<file path="src/rtl/fwd_operand_stage_if.sv">
// ---------------------------------------------------------------------------
// fwd_operand_stage_if
// Bundles every ID-stage, forwarding-source and ID/EX output signal of the
// operand forwarding stage.
//   master : the surrounding pipeline (drives i_*, observes o_*)
//   slave  : fwd_operand_stage (observes i_*, drives o_*)
// Handshake semantics: there is no ready/valid backpressure pair. i_valid
// qualifies the ID instruction, o_stall (combinational) tells IF/ID to keep
// the same instruction for another cycle, and i_hold freezes the ID/EX
// registers. o_valid qualifies the registered ID/EX contents.
// Parameters must match those of the fwd_operand_stage instance it feeds.
// ---------------------------------------------------------------------------
interface fwd_operand_stage_if #(
  parameter int NBITS         = 32,
  parameter int NREG_BITS     = 5,
  parameter int CORTOCIRCUITO = 3,
  parameter int CNT_BITS      = 16
);
  logic                     i_valid;
  logic [NREG_BITS-1:0]     i_rs;
  logic [NREG_BITS-1:0]     i_rt;
  logic                     i_use_rs;
  logic                     i_use_rt;
  logic [NBITS-1:0]         i_rs_data;
  logic [NBITS-1:0]         i_rt_data;
  logic [NREG_BITS-1:0]     i_rd;
  logic                     i_wr_en;
  logic                     i_is_load;
  logic [NBITS-1:0]         i_ex_result;
  logic [NREG_BITS-1:0]     i_exmem_rd;
  logic                     i_exmem_wr;
  logic                     i_exmem_is_load;
  logic [NBITS-1:0]         i_exmem_data;
  logic [NREG_BITS-1:0]     i_memwb_rd;
  logic                     i_memwb_wr;
  logic [NBITS-1:0]         i_memwb_data;
  logic                     i_hold;
  logic                     i_flush;
  logic [NBITS-1:0]         o_opA;
  logic [NBITS-1:0]         o_opB;
  logic [CORTOCIRCUITO-1:0] o_selA;
  logic [CORTOCIRCUITO-1:0] o_selB;
  logic                     o_valid;
  logic [NREG_BITS-1:0]     o_rd;
  logic                     o_wr_en;
  logic                     o_stall;
  logic [CNT_BITS-1:0]      o_stall_cnt;

  modport master (
    output i_valid, i_rs, i_rt, i_use_rs, i_use_rt, i_rs_data, i_rt_data,
           i_rd, i_wr_en, i_is_load, i_ex_result, i_exmem_rd, i_exmem_wr,
           i_exmem_is_load, i_exmem_data, i_memwb_rd, i_memwb_wr,
           i_memwb_data, i_hold, i_flush,
    input  o_opA, o_opB, o_selA, o_selB, o_valid, o_rd, o_wr_en, o_stall,
           o_stall_cnt
  );

  modport slave (
    input  i_valid, i_rs, i_rt, i_use_rs, i_use_rt, i_rs_data, i_rt_data,
           i_rd, i_wr_en, i_is_load, i_ex_result, i_exmem_rd, i_exmem_wr,
           i_exmem_is_load, i_exmem_data, i_memwb_rd, i_memwb_wr,
           i_memwb_data, i_hold, i_flush,
    output o_opA, o_opB, o_selA, o_selB, o_valid, o_rd, o_wr_en, o_stall,
           o_stall_cnt
  );
endinterface

</file>
<file path="src/rtl/fwd_operand_stage.sv">
// ---------------------------------------------------------------------------
// fwd_operand_stage
// ID-stage operand resolution with prioritised forwarding, load-use hazard
// detection and the ID/EX pipeline register.
// Ports:
//   i_clk   : clock, all state updates on the rising edge
//   i_reset : synchronous active-high reset
//   bus     : fwd_operand_stage_if.slave (ID inputs, forwarding sources,
//             hold/flush controls, registered ID/EX outputs, o_stall and
//             the saturating bubble counter)
// Forwarding select codes: 001 ID/EX, 010 EX/MEM, 011 MEM/WB, 100 history,
// 000 register file. Register 0 always resolves to 000 with data 0.
// ---------------------------------------------------------------------------
module fwd_operand_stage #(
  parameter int NBITS         = 32,
  parameter int NREG_BITS     = 5,
  parameter int CORTOCIRCUITO = 3,
  parameter int CNT_BITS      = 16
) (
  input logic               i_clk,
  input logic               i_reset,
  fwd_operand_stage_if.slave bus
);

  localparam logic [CORTOCIRCUITO-1:0] SEL_RF    = CORTOCIRCUITO'(0);
  localparam logic [CORTOCIRCUITO-1:0] SEL_IDEX  = CORTOCIRCUITO'(1);
  localparam logic [CORTOCIRCUITO-1:0] SEL_EXMEM = CORTOCIRCUITO'(2);
  localparam logic [CORTOCIRCUITO-1:0] SEL_MEMWB = CORTOCIRCUITO'(3);
  localparam logic [CORTOCIRCUITO-1:0] SEL_HIST  = CORTOCIRCUITO'(4);

  // ID/EX register contents
  logic [NBITS-1:0]         idex_op_a, idex_op_b;
  logic [CORTOCIRCUITO-1:0] idex_sel_a, idex_sel_b;
  logic                     idex_valid, idex_wr, idex_is_load;
  logic [NREG_BITS-1:0]     idex_rd;
  logic [CNT_BITS-1:0]      stall_cnt;

  // One-entry write-back history for register files that do not write
  // before they read in the same cycle.
  logic                     hist_valid;
  logic [NREG_BITS-1:0]     hist_rd;
  logic [NBITS-1:0]         hist_data;

  function automatic logic src_match(input logic use_op,
                                     input logic [NREG_BITS-1:0] idx,
                                     input logic wr,
                                     input logic [NREG_BITS-1:0] rd);
    return use_op && (idx != '0) && wr && (idx == rd);
  endfunction

  logic a_idex, a_exmem, a_memwb, a_hist;
  logic b_idex, b_exmem, b_memwb, b_hist;

  assign a_idex  = src_match(bus.i_use_rs, bus.i_rs, idex_wr,        idex_rd);
  assign a_exmem = src_match(bus.i_use_rs, bus.i_rs, bus.i_exmem_wr, bus.i_exmem_rd);
  assign a_memwb = src_match(bus.i_use_rs, bus.i_rs, bus.i_memwb_wr, bus.i_memwb_rd);
  assign a_hist  = src_match(bus.i_use_rs, bus.i_rs, hist_valid,     hist_rd);
  assign b_idex  = src_match(bus.i_use_rt, bus.i_rt, idex_wr,        idex_rd);
  assign b_exmem = src_match(bus.i_use_rt, bus.i_rt, bus.i_exmem_wr, bus.i_exmem_rd);
  assign b_memwb = src_match(bus.i_use_rt, bus.i_rt, bus.i_memwb_wr, bus.i_memwb_rd);
  assign b_hist  = src_match(bus.i_use_rt, bus.i_rt, hist_valid,     hist_rd);

  logic [NBITS-1:0]         op_a, op_b;
  logic [CORTOCIRCUITO-1:0] sel_a, sel_b;

  always_comb begin
    sel_a = SEL_RF;
    op_a  = bus.i_rs_data;
    if (bus.i_rs == '0) begin
      op_a = '0;
    end else if (a_idex) begin
      sel_a = SEL_IDEX;  op_a = bus.i_ex_result;
    end else if (a_exmem) begin
      sel_a = SEL_EXMEM; op_a = bus.i_exmem_data;
    end else if (a_memwb) begin
      sel_a = SEL_MEMWB; op_a = bus.i_memwb_data;
    end else if (a_hist) begin
      sel_a = SEL_HIST;  op_a = hist_data;
    end
  end

  always_comb begin
    sel_b = SEL_RF;
    op_b  = bus.i_rt_data;
    if (bus.i_rt == '0) begin
      op_b = '0;
    end else if (b_idex) begin
      sel_b = SEL_IDEX;  op_b = bus.i_ex_result;
    end else if (b_exmem) begin
      sel_b = SEL_EXMEM; op_b = bus.i_exmem_data;
    end else if (b_memwb) begin
      sel_b = SEL_MEMWB; op_b = bus.i_memwb_data;
    end else if (b_hist) begin
      sel_b = SEL_HIST;  op_b = hist_data;
    end
  end

  // A load result is not available until MEM/WB, so a consumer must wait
  // while the load sits in ID/EX or in EX/MEM. Matches are taken
  // independently of forwarding priority.
  logic hazard;
  assign hazard = bus.i_valid &&
                  ((idex_is_load && (a_idex || b_idex)) ||
                   (bus.i_exmem_is_load && (a_exmem || b_exmem)));

  assign bus.o_stall = !i_reset && !bus.i_flush && (bus.i_hold || hazard);

  always_ff @(posedge i_clk) begin
    if (i_reset) begin
      idex_op_a    <= '0;
      idex_op_b    <= '0;
      idex_sel_a   <= '0;
      idex_sel_b   <= '0;
      idex_valid   <= 1'b0;
      idex_rd      <= '0;
      idex_wr      <= 1'b0;
      idex_is_load <= 1'b0;
      stall_cnt    <= '0;
      hist_valid   <= 1'b0;
      hist_rd      <= '0;
      hist_data    <= '0;
    end else begin
      // History follows write-back independently of hold/flush.
      if (bus.i_memwb_wr && (bus.i_memwb_rd != '0)) begin
        hist_valid <= 1'b1;
        hist_rd    <= bus.i_memwb_rd;
        hist_data  <= bus.i_memwb_data;
      end
      if (bus.i_flush) begin
        idex_valid   <= 1'b0;
        idex_wr      <= 1'b0;
        idex_is_load <= 1'b0;
      end else if (bus.i_hold) begin
        // freeze: every ID/EX register keeps its value
      end else if (hazard) begin
        idex_valid   <= 1'b0;
        idex_wr      <= 1'b0;
        idex_is_load <= 1'b0;
        if (stall_cnt != '1) stall_cnt <= stall_cnt + CNT_BITS'(1);
      end else begin
        idex_op_a    <= op_a;
        idex_op_b    <= op_b;
        idex_sel_a   <= sel_a;
        idex_sel_b   <= sel_b;
        idex_valid   <= bus.i_valid;
        idex_rd      <= bus.i_rd;
        idex_wr      <= bus.i_valid && bus.i_wr_en;
        idex_is_load <= bus.i_valid && bus.i_is_load;
      end
    end
  end

  assign bus.o_opA       = idex_op_a;
  assign bus.o_opB       = idex_op_b;
  assign bus.o_selA      = idex_sel_a;
  assign bus.o_selB      = idex_sel_b;
  assign bus.o_valid     = idex_valid;
  assign bus.o_rd        = idex_rd;
  assign bus.o_wr_en     = idex_wr;
  assign bus.o_stall_cnt = stall_cnt;

endmodule

</file>
<file path="src/flat_wrapper.sv">
// flat-port wrapper written by rule: the top's interface ports become plain ports
module fwd_operand_stage_flat 
#(
  parameter int NBITS         = 32,
  parameter int NREG_BITS     = 5,
  parameter int CORTOCIRCUITO = 3,
  parameter int CNT_BITS      = 16
)
  (i_clk, i_reset, bus_i_valid, bus_i_rs, bus_i_rt, bus_i_use_rs, bus_i_use_rt, bus_i_rs_data, bus_i_rt_data, bus_i_rd, bus_i_wr_en, bus_i_is_load, bus_i_ex_result, bus_i_exmem_rd, bus_i_exmem_wr, bus_i_exmem_is_load, bus_i_exmem_data, bus_i_memwb_rd, bus_i_memwb_wr, bus_i_memwb_data, bus_i_hold, bus_i_flush, bus_o_opA, bus_o_opB, bus_o_selA, bus_o_selB, bus_o_valid, bus_o_rd, bus_o_wr_en, bus_o_stall, bus_o_stall_cnt);
  fwd_operand_stage_if #(.NBITS(NBITS), .NREG_BITS(NREG_BITS), .CORTOCIRCUITO(CORTOCIRCUITO), .CNT_BITS(CNT_BITS)) bus_i ();
  input logic i_clk;
  input logic i_reset;
  input wire logic [$bits(bus_i.i_valid)-1:0] bus_i_valid;
  input wire logic [$bits(bus_i.i_rs)-1:0] bus_i_rs;
  input wire logic [$bits(bus_i.i_rt)-1:0] bus_i_rt;
  input wire logic [$bits(bus_i.i_use_rs)-1:0] bus_i_use_rs;
  input wire logic [$bits(bus_i.i_use_rt)-1:0] bus_i_use_rt;
  input wire logic [$bits(bus_i.i_rs_data)-1:0] bus_i_rs_data;
  input wire logic [$bits(bus_i.i_rt_data)-1:0] bus_i_rt_data;
  input wire logic [$bits(bus_i.i_rd)-1:0] bus_i_rd;
  input wire logic [$bits(bus_i.i_wr_en)-1:0] bus_i_wr_en;
  input wire logic [$bits(bus_i.i_is_load)-1:0] bus_i_is_load;
  input wire logic [$bits(bus_i.i_ex_result)-1:0] bus_i_ex_result;
  input wire logic [$bits(bus_i.i_exmem_rd)-1:0] bus_i_exmem_rd;
  input wire logic [$bits(bus_i.i_exmem_wr)-1:0] bus_i_exmem_wr;
  input wire logic [$bits(bus_i.i_exmem_is_load)-1:0] bus_i_exmem_is_load;
  input wire logic [$bits(bus_i.i_exmem_data)-1:0] bus_i_exmem_data;
  input wire logic [$bits(bus_i.i_memwb_rd)-1:0] bus_i_memwb_rd;
  input wire logic [$bits(bus_i.i_memwb_wr)-1:0] bus_i_memwb_wr;
  input wire logic [$bits(bus_i.i_memwb_data)-1:0] bus_i_memwb_data;
  input wire logic [$bits(bus_i.i_hold)-1:0] bus_i_hold;
  input wire logic [$bits(bus_i.i_flush)-1:0] bus_i_flush;
  output wire logic [$bits(bus_i.o_opA)-1:0] bus_o_opA;
  output wire logic [$bits(bus_i.o_opB)-1:0] bus_o_opB;
  output wire logic [$bits(bus_i.o_selA)-1:0] bus_o_selA;
  output wire logic [$bits(bus_i.o_selB)-1:0] bus_o_selB;
  output wire logic [$bits(bus_i.o_valid)-1:0] bus_o_valid;
  output wire logic [$bits(bus_i.o_rd)-1:0] bus_o_rd;
  output wire logic [$bits(bus_i.o_wr_en)-1:0] bus_o_wr_en;
  output wire logic [$bits(bus_i.o_stall)-1:0] bus_o_stall;
  output wire logic [$bits(bus_i.o_stall_cnt)-1:0] bus_o_stall_cnt;
  assign bus_i.i_valid = bus_i_valid;
  assign bus_i.i_rs = bus_i_rs;
  assign bus_i.i_rt = bus_i_rt;
  assign bus_i.i_use_rs = bus_i_use_rs;
  assign bus_i.i_use_rt = bus_i_use_rt;
  assign bus_i.i_rs_data = bus_i_rs_data;
  assign bus_i.i_rt_data = bus_i_rt_data;
  assign bus_i.i_rd = bus_i_rd;
  assign bus_i.i_wr_en = bus_i_wr_en;
  assign bus_i.i_is_load = bus_i_is_load;
  assign bus_i.i_ex_result = bus_i_ex_result;
  assign bus_i.i_exmem_rd = bus_i_exmem_rd;
  assign bus_i.i_exmem_wr = bus_i_exmem_wr;
  assign bus_i.i_exmem_is_load = bus_i_exmem_is_load;
  assign bus_i.i_exmem_data = bus_i_exmem_data;
  assign bus_i.i_memwb_rd = bus_i_memwb_rd;
  assign bus_i.i_memwb_wr = bus_i_memwb_wr;
  assign bus_i.i_memwb_data = bus_i_memwb_data;
  assign bus_i.i_hold = bus_i_hold;
  assign bus_i.i_flush = bus_i_flush;
  assign bus_o_opA = bus_i.o_opA;
  assign bus_o_opB = bus_i.o_opB;
  assign bus_o_selA = bus_i.o_selA;
  assign bus_o_selB = bus_i.o_selB;
  assign bus_o_valid = bus_i.o_valid;
  assign bus_o_rd = bus_i.o_rd;
  assign bus_o_wr_en = bus_i.o_wr_en;
  assign bus_o_stall = bus_i.o_stall;
  assign bus_o_stall_cnt = bus_i.o_stall_cnt;
  fwd_operand_stage #(.NBITS(NBITS), .NREG_BITS(NREG_BITS), .CORTOCIRCUITO(CORTOCIRCUITO), .CNT_BITS(CNT_BITS)) u_core (.i_clk(i_clk), .i_reset(i_reset), .bus(bus_i));
endmodule
</file>
<file path="config.mk">
export PLATFORM = sky130hd
export DESIGN_NAME = fwd_operand_stage_flat
export DESIGN_NICKNAME = d
export VERILOG_FILES = /design/src/rtl/fwd_operand_stage_if.sv /design/src/rtl/fwd_operand_stage.sv /design/src/flat_wrapper.sv
export SDC_FILE = /design/constraint.sdc
export NUM_CORES = 1
export LEC_CHECK = 0
export ABC_AREA = 1
export BUFFER_PORTS_ARGS = -buffer_cell sky130_fd_sc_hd__buf_2
export CAP_MARGIN = 40
export CORE_MARGIN = 2
export CORE_UTILIZATION = 25
export DETAILED_ROUTE_END_ITERATION = 12
export SYNTH_ARGS = -nofsm -noshare
export SYNTH_HDL_FRONTEND = slang
export SYNTH_SLANG_ARGS = --single-unit
</file>
<file path="constraint.sdc">
create_clock -name i_clk -period 3 [get_ports i_clk]
set_input_delay 0.15 -clock i_clk [delete_from_list [all_inputs] [get_ports i_clk]]
set_output_delay 0.15 -clock i_clk [all_outputs]
set_load 0.01 [all_outputs]
</file>
==> metrics.md, run 1 <==
| Metric | Value |
|---|---|
| Outcome | `finished, final reports clean` |
| Final antenna-violating net count | `0` |
| Syn_nets | `2025` |
| Crit. Startpoint | `u_core.bus.o_rd[2]$_SDFFE_PP0P_` |
| TritonCTS Buffers | `17` |
| RSZ-0062 raised after global routing | `false` |
| Die area | `0.0421 mm²` |
| Req. time, crit path | `3.33 ns` |
| GRT overflow | `0` |
| Vias in the first global route | `12341` |
| M1 wire length | `19500 µm` |
| Largest net degree at the start of global routing | `68` |
| Gr usage total | `0.213` |
| CTS tree | `built` |
| Seq pwr share | `0.375` |
| Global-route wire length before repair | `69000 µm` |
| CP Capture Point | `u_core.bus.o_opA[25]$_SDFFE_PP0P_` |
| Synth warnings | `0` |
| Final nets | `2288` |
| VDD IR max | `0.000410 V` |
| Comb pwr share | `0.208` |
| FMAX | `0.395 GHz` |
| R2R Path Start | `u_core.bus.o_rd[2]$_SDFFE_PP0P_` |
| H-Tree Depth | `4` |
| Metal3 WL | `3850 µm` |
| Endpoints failing hold | `0` |
| First drt pass iteration count | `6` |
| Die span in y | `205 µm` |
| Slew @ Worst Pin | `0.766 ns` |
| Storage cell area | `0.00264 mm²` |
| Seq/Total Area, Yosys | `0.261` |
| Synth-to-layout area growth | `29.0%` |
| Max-capacitance violation count | `0` |
| Top Layer Used | `met5` |
| Share of layout cells above drive strength 1 | `0.188` |
| Critical path startpoint category | `flip-flop` |
| Post-CTS Hold Fix Bufs | `38` |
| CP max FO | `43` |
| Final Max Slew Viols | `0` |
| I/O Buffers | `290` |
| Worst Path Arrival | `2.86 ns` |
| Cell-internal power | `3490 µW` |
| Via Count | `12673` |
| Number of setup buffers added after CTS | `0` |
| #FFs+latches synth | `132` |
| Top FF cell, synth | `dfxtp_1` |
| Hpwl dp | `32200 µm` |
| Min Tclk post-route | `2.53 ns` |
| Min-Delay Path Class | `primary input to flip-flop` |
| Ys async rst share | `0` |
| Syn Inst Count | `1827` |
| Clk Latency, worst-skew pair | `0.44 ns` |
| Iter 0 DRT Violations | `1231` |
| P_sw | `1640 µW` |
| Multi-input gate area | `0.00579 mm²` |
| Routability congestion estimate | `0.892` |
| Final Setup Violations | `0` |
| Setup CP Type | `flip-flop to flip-flop` |
| Reg2Reg Depth | `14` |
| Hold WS | `0.0268 ns` |
| Syn_area_per_cell | `5.54 µm²` |
| R2R Setup Slk | `0.47 ns` |
| Met2 Routed Length | `21200 µm` |
| Final Skew | `0.0140 ns` |
| Rows | `73` |
| Post-synth EDFFs | `0` |
| Mapped cell area | `0.0101 mm²` |
| Clk pin slew, worst setup/hold paths | `0.07 ns` |
| Initial antenna violation count | `12` |
| Initial Util | `0.254` |
| Die width | `205 µm` |
| Sw Ratio | `0.320` |
| Fill count | `4460` |
| Via density per instance | `4.81` |
| Clock Tree Buf Depth | `2` |
| Root buf cell | `clkbuf_16` |
| Post-Route Setup TNS | `0 ns` |
| Worst relative slew slack | `0.490` |
| CTS Sinks | `132` |
| Post-CTS Resized | `0` |
| Clk pwr share | `0.417` |
| Lkg Pwr | `0.00689 µW` |
| Reg2reg end | `u_core.bus.o_opA[25]$_SDFFE_PP0P_` |
| Pwr per Cell Area | `393 mW/mm²` |
| Post-synth cell types | `28` |
| Area of the core | `0.0398 mm²` |
| Crit end category | `flip-flop` |
| Avg WL per Cell | `17.4 µm` |
| Drt drc | `0` |
| I/O pin cnt | `291` |
| Fin crit share | `0.844` |
| Final WL | `45700 µm` |
## power groups by stage
stage | clock network (µW) | logic, µW | registers [µW]
after floorplan | 0 | 553 | 1980
after global placement | 0 | 1020 | 1960
after detailed placement | 0 | 1030 | 1960
after CTS | 2210 | 1070 | 1920
after global routing | 2290 | 1190 | 1930
final | 2140 | 1070 | 1920
## metrics by stage
stage               utilization  total power (µW)  instances  area [µm²]  setup slack (ns)
floorplan                     -              2530       1827       10100              1.09
global placement          0.304              2980       2558       12100             0.473
detailed placement        0.304              2990       2558       12100             0.483
CTS                       0.328              5200       2628       13100             0.415
global route              0.328              5410       2630       13100             0.247
finish                    0.328              5140       2633       13100             0.467
## cells by family (layout without fill, tap and decap cells)
logic type,count (synthesis),after routing,share of synthesized area
compound gates,249,249,0.124
flops,132,132,0.261
buf+inv,440,716,0.175
fa+ha+maj,1,1,0.00124
simple gates,989,989,0.425
other cells,0,5,0
xor+xnor,16,16,0.0138
## synthesized netlist by cell type (3+ instances only)
cell        n  area share
inv_2      13      0.0048
o21ai_1     3      0.0015
clkbuf_1   70       0.026
a21oi_1   141       0.070
xnor2_1     7      0.0061
nand2_4     3      0.0033
nand4_1   152       0.094
buf_2      36       0.018
dfxtp_1   132        0.26
inv_1     305        0.11
nand3_2     6      0.0059
nor2_1    107       0.040
xor2_1      9      0.0078
nand3_1    95       0.047
buf_6       6      0.0067
buf_4       8      0.0059
nor3_1     10      0.0049
o21ai_0   103       0.051
nand2_1   609        0.23
## final cells by class
class / instances / share of cell area
diodes: 5 / 0.000958
clock buffers: 20 / 0.0342
clock inverters: 12 / 0.0102
inverters: 318 / 0.0915
multi-input cells: 1255 / 0.443
flip-flops and latches: 132 / 0.202
well taps: 525 / 0.0503
repair buffers: 366 / 0.168
## worst min path at each step
| stage | slack (ns) | startpoint | end | cells past startpoint |
|---|---|---|---|---|
| after floorplan | 0.29 | bus_i_hold | u_core.bus.o_wr_en$_SDFFE_PP0N_ | 2 |
| after global placement | 0.41 | bus_i_wr_en | u_core.bus.o_wr_en$_SDFFE_PP0N_ | 3 |
| after detailed placement | 0.41 | bus_i_wr_en | u_core.bus.o_wr_en$_SDFFE_PP0N_ | 3 |
| after CTS | 0.002 | bus_i_memwb_data[28] | u_core.hist_data[28]$_SDFFE_PP0P_ | 3 |
| after global routing | 0.03 | bus_i_memwb_data[1] | u_core.hist_data[1]$_SDFFE_PP0P_ | 3 |
| final | 0.03 | bus_i_memwb_data[11] | u_core.hist_data[11]$_SDFFE_PP0P_ | 3 |
## cell usage in the layout (no fill, tap or decap)
| cell type | count |
|---|---|
| a21oi_1 | 141 |
| a21oi_4 | 1 |
| buf_12 | 6 |
| buf_2 | 290 |
| buf_4 | 32 |
| bufinv_16 | 2 |
| clkbuf_1 | 2 |
| clkbuf_16 | 17 |
| clkbuf_8 | 1 |
| clkinv_1 | 4 |
| clkinv_2 | 4 |
| clkinv_4 | 4 |
| clkinvlp_4 | 3 |
| dfxtp_1 | 132 |
| diode_2 | 5 |
| dlygate4sd3_1 | 38 |
| ha_1 | 1 |
| inv_1 | 299 |
| inv_2 | 14 |
| nand2_1 | 609 |
| nand2_2 | 2 |
| nand2_4 | 3 |
| nand3_1 | 91 |
| nand3_2 | 8 |
| nand3_4 | 2 |
| nand4_1 | 152 |
| nor2_1 | 104 |
| nor2_4 | 4 |
| nor3_1 | 10 |
| nor3_4 | 1 |
| nor4_1 | 2 |
| o211ai_1 | 1 |
| o21ai_0 | 103 |
| o21ai_1 | 3 |
| or2_2 | 1 |
| xnor2_1 | 7 |
| xor2_1 | 9 |
## routing by layer
metal,vias to the layer above,GRT usage
li1,6289,-
met1,5740,0.267
met2,542,0.356
met3,86,0.0532
met4,16,0.0707
met5,-,0
## worst max-delay path, stage by stage (launching register included)
cell and delay [ns]:
dfxtp_1 0.44, inv_1 0.09, nand2_1 0.07, nand2_1 0.07, nor3_1 0.28, nand3_4 0.10
nand2_1 0.09, nand2_2 0.07, nand2_4 0.19, nand2_4 0.16, nand2_4 0.36, buf_12 0.26
nand2_1 0.08, nand2_1 0.06, nor2_1 0.05
## sequential cells by signal, indices dropped and copies added (netlist names)
register                flops
u_core.bus.o_valid          1
u_core.hist_valid           1
u_core.bus.o_stall_cnt     16
u_core.hist_rd              5
u_core.bus.o_selB           3
u_core.idex_is_load         1
u_core.bus.o_selA           3
u_core.bus.o_wr_en          1
u_core.bus.o_opA           32
u_core.hist_data           32
u_core.bus.o_opB           32
u_core.bus.o_rd             5
No activity file was read; power rests on OpenSTA's default activity.
==> inputs of run 2 (changes only) <==
Clock period 3 ns to 2.4 ns, I/O delays scaled along.
==> metrics.md, run 2 (same netlist as run 1, synthesis figures left out) <==
| Metric | Value |
|---|---|
| CTS tree | `built` |
| First drt pass iteration count | `6` |
| Req. time, crit path | `2.28 ns` |
| Slowest stage delay, CP | `0.44 ns` |
| Final Max Slew Viols | `0` |
| Critical path startpoint category | `flip-flop` |
| Reg2Reg Depth | `11` |
| Initial antenna violation count | `16` |
| Vias in the first global route | `12208` |
| Cells along the critical path | `xnor2_1 -> nand2_1 -> nor2_1 -> nand3_4 -> nand2_1 -> nand2_2 -> nand2_4 -> nand2_4 -> a21oi_1 -> buf_2` |
| Hpwl dp | `31800 µm` |
| Final nets | `2296` |
| Die area | `0.0421 mm²` |
| Root buf cell | `clkbuf_16` |
| Min-Delay Path Class | `primary input to flip-flop` |
| Routability congestion estimate | `0.951` |
| Pwr per Cell Area | `479 mW/mm²` |
| I/O Buffers | `290` |
| Slowest cell on crit path | `dfxtp_1` |
| CP max FO | `13` |
| TritonCTS Buffers | `17` |
| Setup CP Type | `flip-flop to primary output` |
| Most frequent cells in the layout | `nand2_1 (609), inv_1 (299), buf_2 (290)` |
| Clk pin slew, worst setup/hold paths | `0.07 ns` |
| Final WL | `45500 µm` |
| Lkg Pwr | `0.00695 µW` |
| Kind of cell adding the most delay to the critical path | `simple AND/OR/NAND/NOR gates` |
| Non-filler instance count after layout | `2641` |
| Area of the core | `0.0398 mm²` |
| Placed cell count | `2561` |
| Iter 0 DRT Violations | `970` |
| Post-route cell area | `0.0132 mm²` |
| Die span in y | `205 µm` |
| Crit. path cell count | `10` |
| Synth-to-layout area growth | `30.3%` |
| Via Count | `12718` |
| Initial Util | `0.254` |
| Rows | `73` |
| Drt drc | `0` |
| Post-Route Setup TNS | `0 ns` |
| Clk Latency, worst-skew pair | `0.44 ns` |
| Avg WL per Cell | `17.2 µm` |
| Die width | `205 µm` |
| Global-route wire length before repair | `69000 µm` |
| I/O pin cnt | `291` |
| VDD IR max | `0.000434 V` |
| Number of setup buffers added after CTS | `0` |
| Reg2reg end | `u_core.bus.o_stall_cnt[10]$_SDFFE_PP0P_` |
| Fill count | `4514` |
| CTS Sinks | `132` |
| Share of layout cells above drive strength 1 | `0.191` |
| Gr usage total | `0.214` |
| Via density per instance | `4.82` |
| R2R Path Start | `u_core.bus.o_rd[4]$_SDFFE_PP0P_` |
| Final Setup Violations | `0` |
| R2R Setup Slk | `0.28 ns` |
| Slew @ Worst Pin | `0.660 ns` |
| Outcome | `finished, final reports clean` |
| GRT overflow | `0` |
| Endpoints failing hold | `0` |
| Crit. Startpoint | `u_core.bus.o_rd[4]$_SDFFE_PP0P_` |
| RSZ-0062 raised after global routing | `false` |
| Post-place instance area | `0.0122 mm²` |
| Worst Path Arrival | `2.11 ns` |
| FMAX | `0.449 GHz` |
| Largest net degree at the start of global routing | `79` |
| Final antenna-violating net count | `0` |
| Commonest non-fill, non-tap cell in the layout | `nand2_1` |
| Worst relative slew slack | `0.559` |
| Max-capacitance violation count | `0` |
| Crit path buf inv count | `1` |
| CP Capture Point | `bus_o_stall` |
| Crit end category | `primary output` |
| Final Skew | `0.0153 ns` |
| Fin crit share | `0.928` |
| Min Tclk post-route | `2.23 ns` |
| Clock Tree Buf Depth | `2` |
| H-Tree Depth | `4` |
run 2: changes by cell type in the layout (fill, tap and decap cells not counted), sizes merged:
cell | before | now
buf | 328 | 331
bufinv | 2 | 1
clkinv | 12 | 11
clkinvlp | 3 | 5
dlygate4sd3 | 38 | 43
run 2: layout make-up:
| class | count | area, µm² | share of cell area |
|---|---|---|---|
| Clock inverter | 12 | 109 | 0.00825 |
| Timing Repair Buffer | 374 | 2330 | 0.176 |
| Sequential cell | 132 | 2650 | 0.201 |
| Inverter | 318 | 1190 | 0.0906 |
| Tap cell | 525 | 657 | 0.0498 |
| Multi-Input combinational cell | 1255 | 5800 | 0.439 |
| Antenna cell | 5 | 12.5 | 0.000949 |
| Clock buffer | 20 | 447 | 0.0339 |
run 2: stage by stage:
stage	hold slack (ns)	util	total power, µW	setup slack [ns]
after global placement	0.382	0.306	3730	0.221
final	0.0312	0.331	6320	0.174
after global routing	0.0392	0.331	6650	0.0125
after detailed placement	0.378	0.306	3740	0.148
after floorplan	0.258	-	3160	0.488
after CTS	0.00875	0.331	6380	0.0734
run 2: power by group:
group	internal (µW)	switching, µW	total (µW)
registers	2320	82.2	2400
clock network	1450	1120	2570
logic	497	851	1350
run 2: repair_timing:
| item | in CTS | in global routing |
|---|---|---|
| setup endpoints to repair | 0 | 10 |
| hold buffers | 43 | 0 |
| hold endpoints to repair | 40 | 0 |
| resized for setup | 0 | 5 |
run 2: tightest hold or removal path: stages:
cell and delay [ns]:
buf_2 0.12, o21ai_0 0.09, a21oi_1 0.11
run 2: layer usage:
layer | share of wire | GRT usage
met5 | 0.0026 | 0
met4 | 0.028 | 0.0840
met3 | 0.088 | 0.0564
met2 | 0.46 | 0.350
met1 | 0.42 | 0.267
run 2: worst min path at each step:
stage | cells after the start | endpoint | slack [ns] | startpoint
after floorplan | 2 | u_core.bus.o_wr_en$_SDFFE_PP0N_ | 0.26 | bus_i_hold
after global placement | 3 | u_core.bus.o_wr_en$_SDFFE_PP0N_ | 0.38 | bus_i_wr_en
after detailed placement | 3 | u_core.bus.o_wr_en$_SDFFE_PP0N_ | 0.38 | bus_i_wr_en
after CTS | 3 | u_core.hist_rd[0]$_SDFFE_PP0P_ | 0.009 | bus_i_memwb_rd[0]
after global routing | 3 | u_core.hist_rd[0]$_SDFFE_PP0P_ | 0.04 | bus_i_memwb_rd[0]
final | 3 | u_core.hist_rd[0]$_SDFFE_PP0P_ | 0.03 | bus_i_memwb_rd[0]
==> inputs of run 3 (changes only) <==
Settings changed: RECOVER_POWER from default to 25.
==> metrics.md, run 3 (same netlist as run 1, synthesis figures left out) <==
| Metric | Value |
|---|---|
| Outcome | `finished, final reports clean` |
| Gr usage total | `0.214` |
| Req. time, crit path | `2.28 ns` |
| CTS tree | `built` |
| P_sw | `2050 µW` |
| Via density per instance | `4.81` |
| Final Max Slew Viols | `0` |
| CP Capture Point | `bus_o_stall` |
| Die span in y | `205 µm` |
| Drt drc | `0` |
| Min Tclk post-route | `2.22 ns` |
| Sw Ratio | `0.325` |
| Total Power | `6300 µW` |
| Final Setup Violations | `0` |
| Global-route wire length before repair | `69000 µm` |
| Slew @ Worst Pin | `1.20 ns` |
| Clk pwr share | `0.407` |
| CP max FO | `13` |
| Pwr per Cell Area | `480 mW/mm²` |
| R2R Setup Slk | `0.29 ns` |
| Worst relative slew slack | `0.198` |
| Clk pin slew, worst setup/hold paths | `0.07 ns` |
| Clk Latency, worst-skew pair | `0.44 ns` |
| Die area | `0.0421 mm²` |
| Hold WS | `0.0348 ns` |
| Storage cell area | `0.00265 mm²` |
| RSZ-0062 raised after global routing | `false` |
| Initial antenna violation count | `16` |
| Cell-internal power | `4250 µW` |
| H-Tree Depth | `4` |
| R2R Path Start | `u_core.bus.o_rd[4]$_SDFFE_PP0P_` |
| CTS Sinks | `132` |
| Largest net degree at the start of global routing | `79` |
| Final antenna-violating net count | `0` |
| VDD IR max | `0.000434 V` |
| Crit end category | `primary output` |
| Commonest non-fill, non-tap cell in the layout | `nand2_1` |
| Setup CP Type | `flip-flop to primary output` |
| Min-Delay Path Class | `primary input to flip-flop` |
| Synth-to-layout area growth | `29.6%` |
| Share of layout cells above drive strength 1 | `0.167` |
| Routability congestion estimate | `0.951` |
| Comb pwr share | `0.212` |
| Seq pwr share | `0.382` |
| Area of the core | `0.0398 mm²` |
| Avg WL per Cell | `17.2 µm` |
| First drt pass iteration count | `5` |
| Iter 0 DRT Violations | `964` |
| Max-capacitance violation count | `0` |
| TritonCTS Buffers | `17` |
| Critical path startpoint category | `flip-flop` |
| Rows | `73` |
| Final Skew | `0.0147 ns` |
| Endpoints failing hold | `0` |
| Fill count | `4531` |
| Reg2Reg Depth | `11` |
| Post-Route Setup TNS | `0 ns` |
| Lkg Pwr | `0.00676 µW` |
| FMAX | `0.450 GHz` |
| Post-route cell area | `0.0131 mm²` |
| Initial Util | `0.254` |
| Fin crit share | `0.927` |
| Hpwl dp | `31800 µm` |
| I/O Buffers | `290` |
| GRT overflow | `0` |
| Die width | `205 µm` |
| Vias in the first global route | `12208` |
| Hold path start | `bus_i_memwb_rd[0]` |
| Final nets | `2296` |
| Most frequent cells in the layout | `nand2_1 (609), inv_1 (300), buf_2 (242)` |
| Crit. Startpoint | `u_core.bus.o_rd[4]$_SDFFE_PP0P_` |
| Clock Tree Buf Depth | `2` |
| I/O pin cnt | `291` |
| Via Count | `12714` |
| Worst Path Arrival | `2.10 ns` |
| Final WL | `45500 µm` |
| Post-place instance area | `0.0122 mm²` |
| Reg2reg end | `u_core.bus.o_stall_cnt[10]$_SDFFE_PP0P_` |
| Multi-input gate area | `0.00580 mm²` |
| Root buf cell | `clkbuf_16` |
-- run 3: worst max-delay path, cell delays in order (launching register included) --
cell	delay, ns
dfxtp_1	0.44
xnor2_1	0.14
nand2_1	0.06
nor2_1	0.16
nand3_4	0.11
nand2_1	0.11
nand2_2	0.08
nand2_4	0.07
nand2_4	0.11
a21oi_1	0.20
buf_2	0.17
-- run 3: area by class of cell --
cell class | count | area share
repair buffers | 374 | 0.172
flip-flops and latches | 132 | 0.202
inverters | 318 | 0.0910
well taps | 525 | 0.0500
clock inverters | 12 | 0.00829
clock buffers | 20 | 0.0340
diodes | 5 | 0.000953
multi-input cells | 1255 | 0.442
-- run 3: worst min path at each step --
stage,endpoint,cells past startpoint
6_report,u_core.hist_rd[0]$_SDFFE_PP0P_,3
2_1_floorplan,u_core.bus.o_wr_en$_SDFFE_PP0N_,2
3_3_place_gp,u_core.bus.o_wr_en$_SDFFE_PP0N_,3
3_5_place_dp,u_core.bus.o_wr_en$_SDFFE_PP0N_,3
5_1_grt,u_core.hist_rd[0]$_SDFFE_PP0P_,3
4_1_cts,u_core.hist_rd[0]$_SDFFE_PP0P_,3
-- run 3: metal layers --
metal | vias up | GRT usage | routed length (µm)
met4 | 20 | 0.0840 | 1250
met3 | 87 | 0.0564 | 3810
met5 | - | 0 | 133
met1 | 5740 | 0.267 | 19400
met2 | 553 | 0.350 | 20900
li1 | 6314 | - | -
-- run 3: power groups by stage --
stage	logic, µW	clock network (µW)	registers, µW
final	1330	2560	2410
after global routing	1480	2730	2420
after CTS	1340	2630	2400
after detailed placement	1290	0	2450
after global placement	1290	0	2450
after floorplan	692	0	2470
-- run 3: timing repair --
item,4_1_cts,5_1_grt
hold buffers,43,0
resized for setup,0,5
endpoints found under the hold margin,40,0
buffers inserted,0,0
endpoints found under the setup margin,0,10
-- run 3: metrics by stage --
| step | instances | utilization | setup WS [ns] |
|---|---|---|---|
| floorplan | 1827 | - | 0.488 |
| global placement | 2561 | 0.306 | 0.221 |
| detailed placement | 2561 | 0.306 | 0.148 |
| CTS | 2636 | 0.331 | 0.0734 |
| global route | 2640 | 0.330 | 0.0125 |
| finish | 2641 | 0.330 | 0.176 |
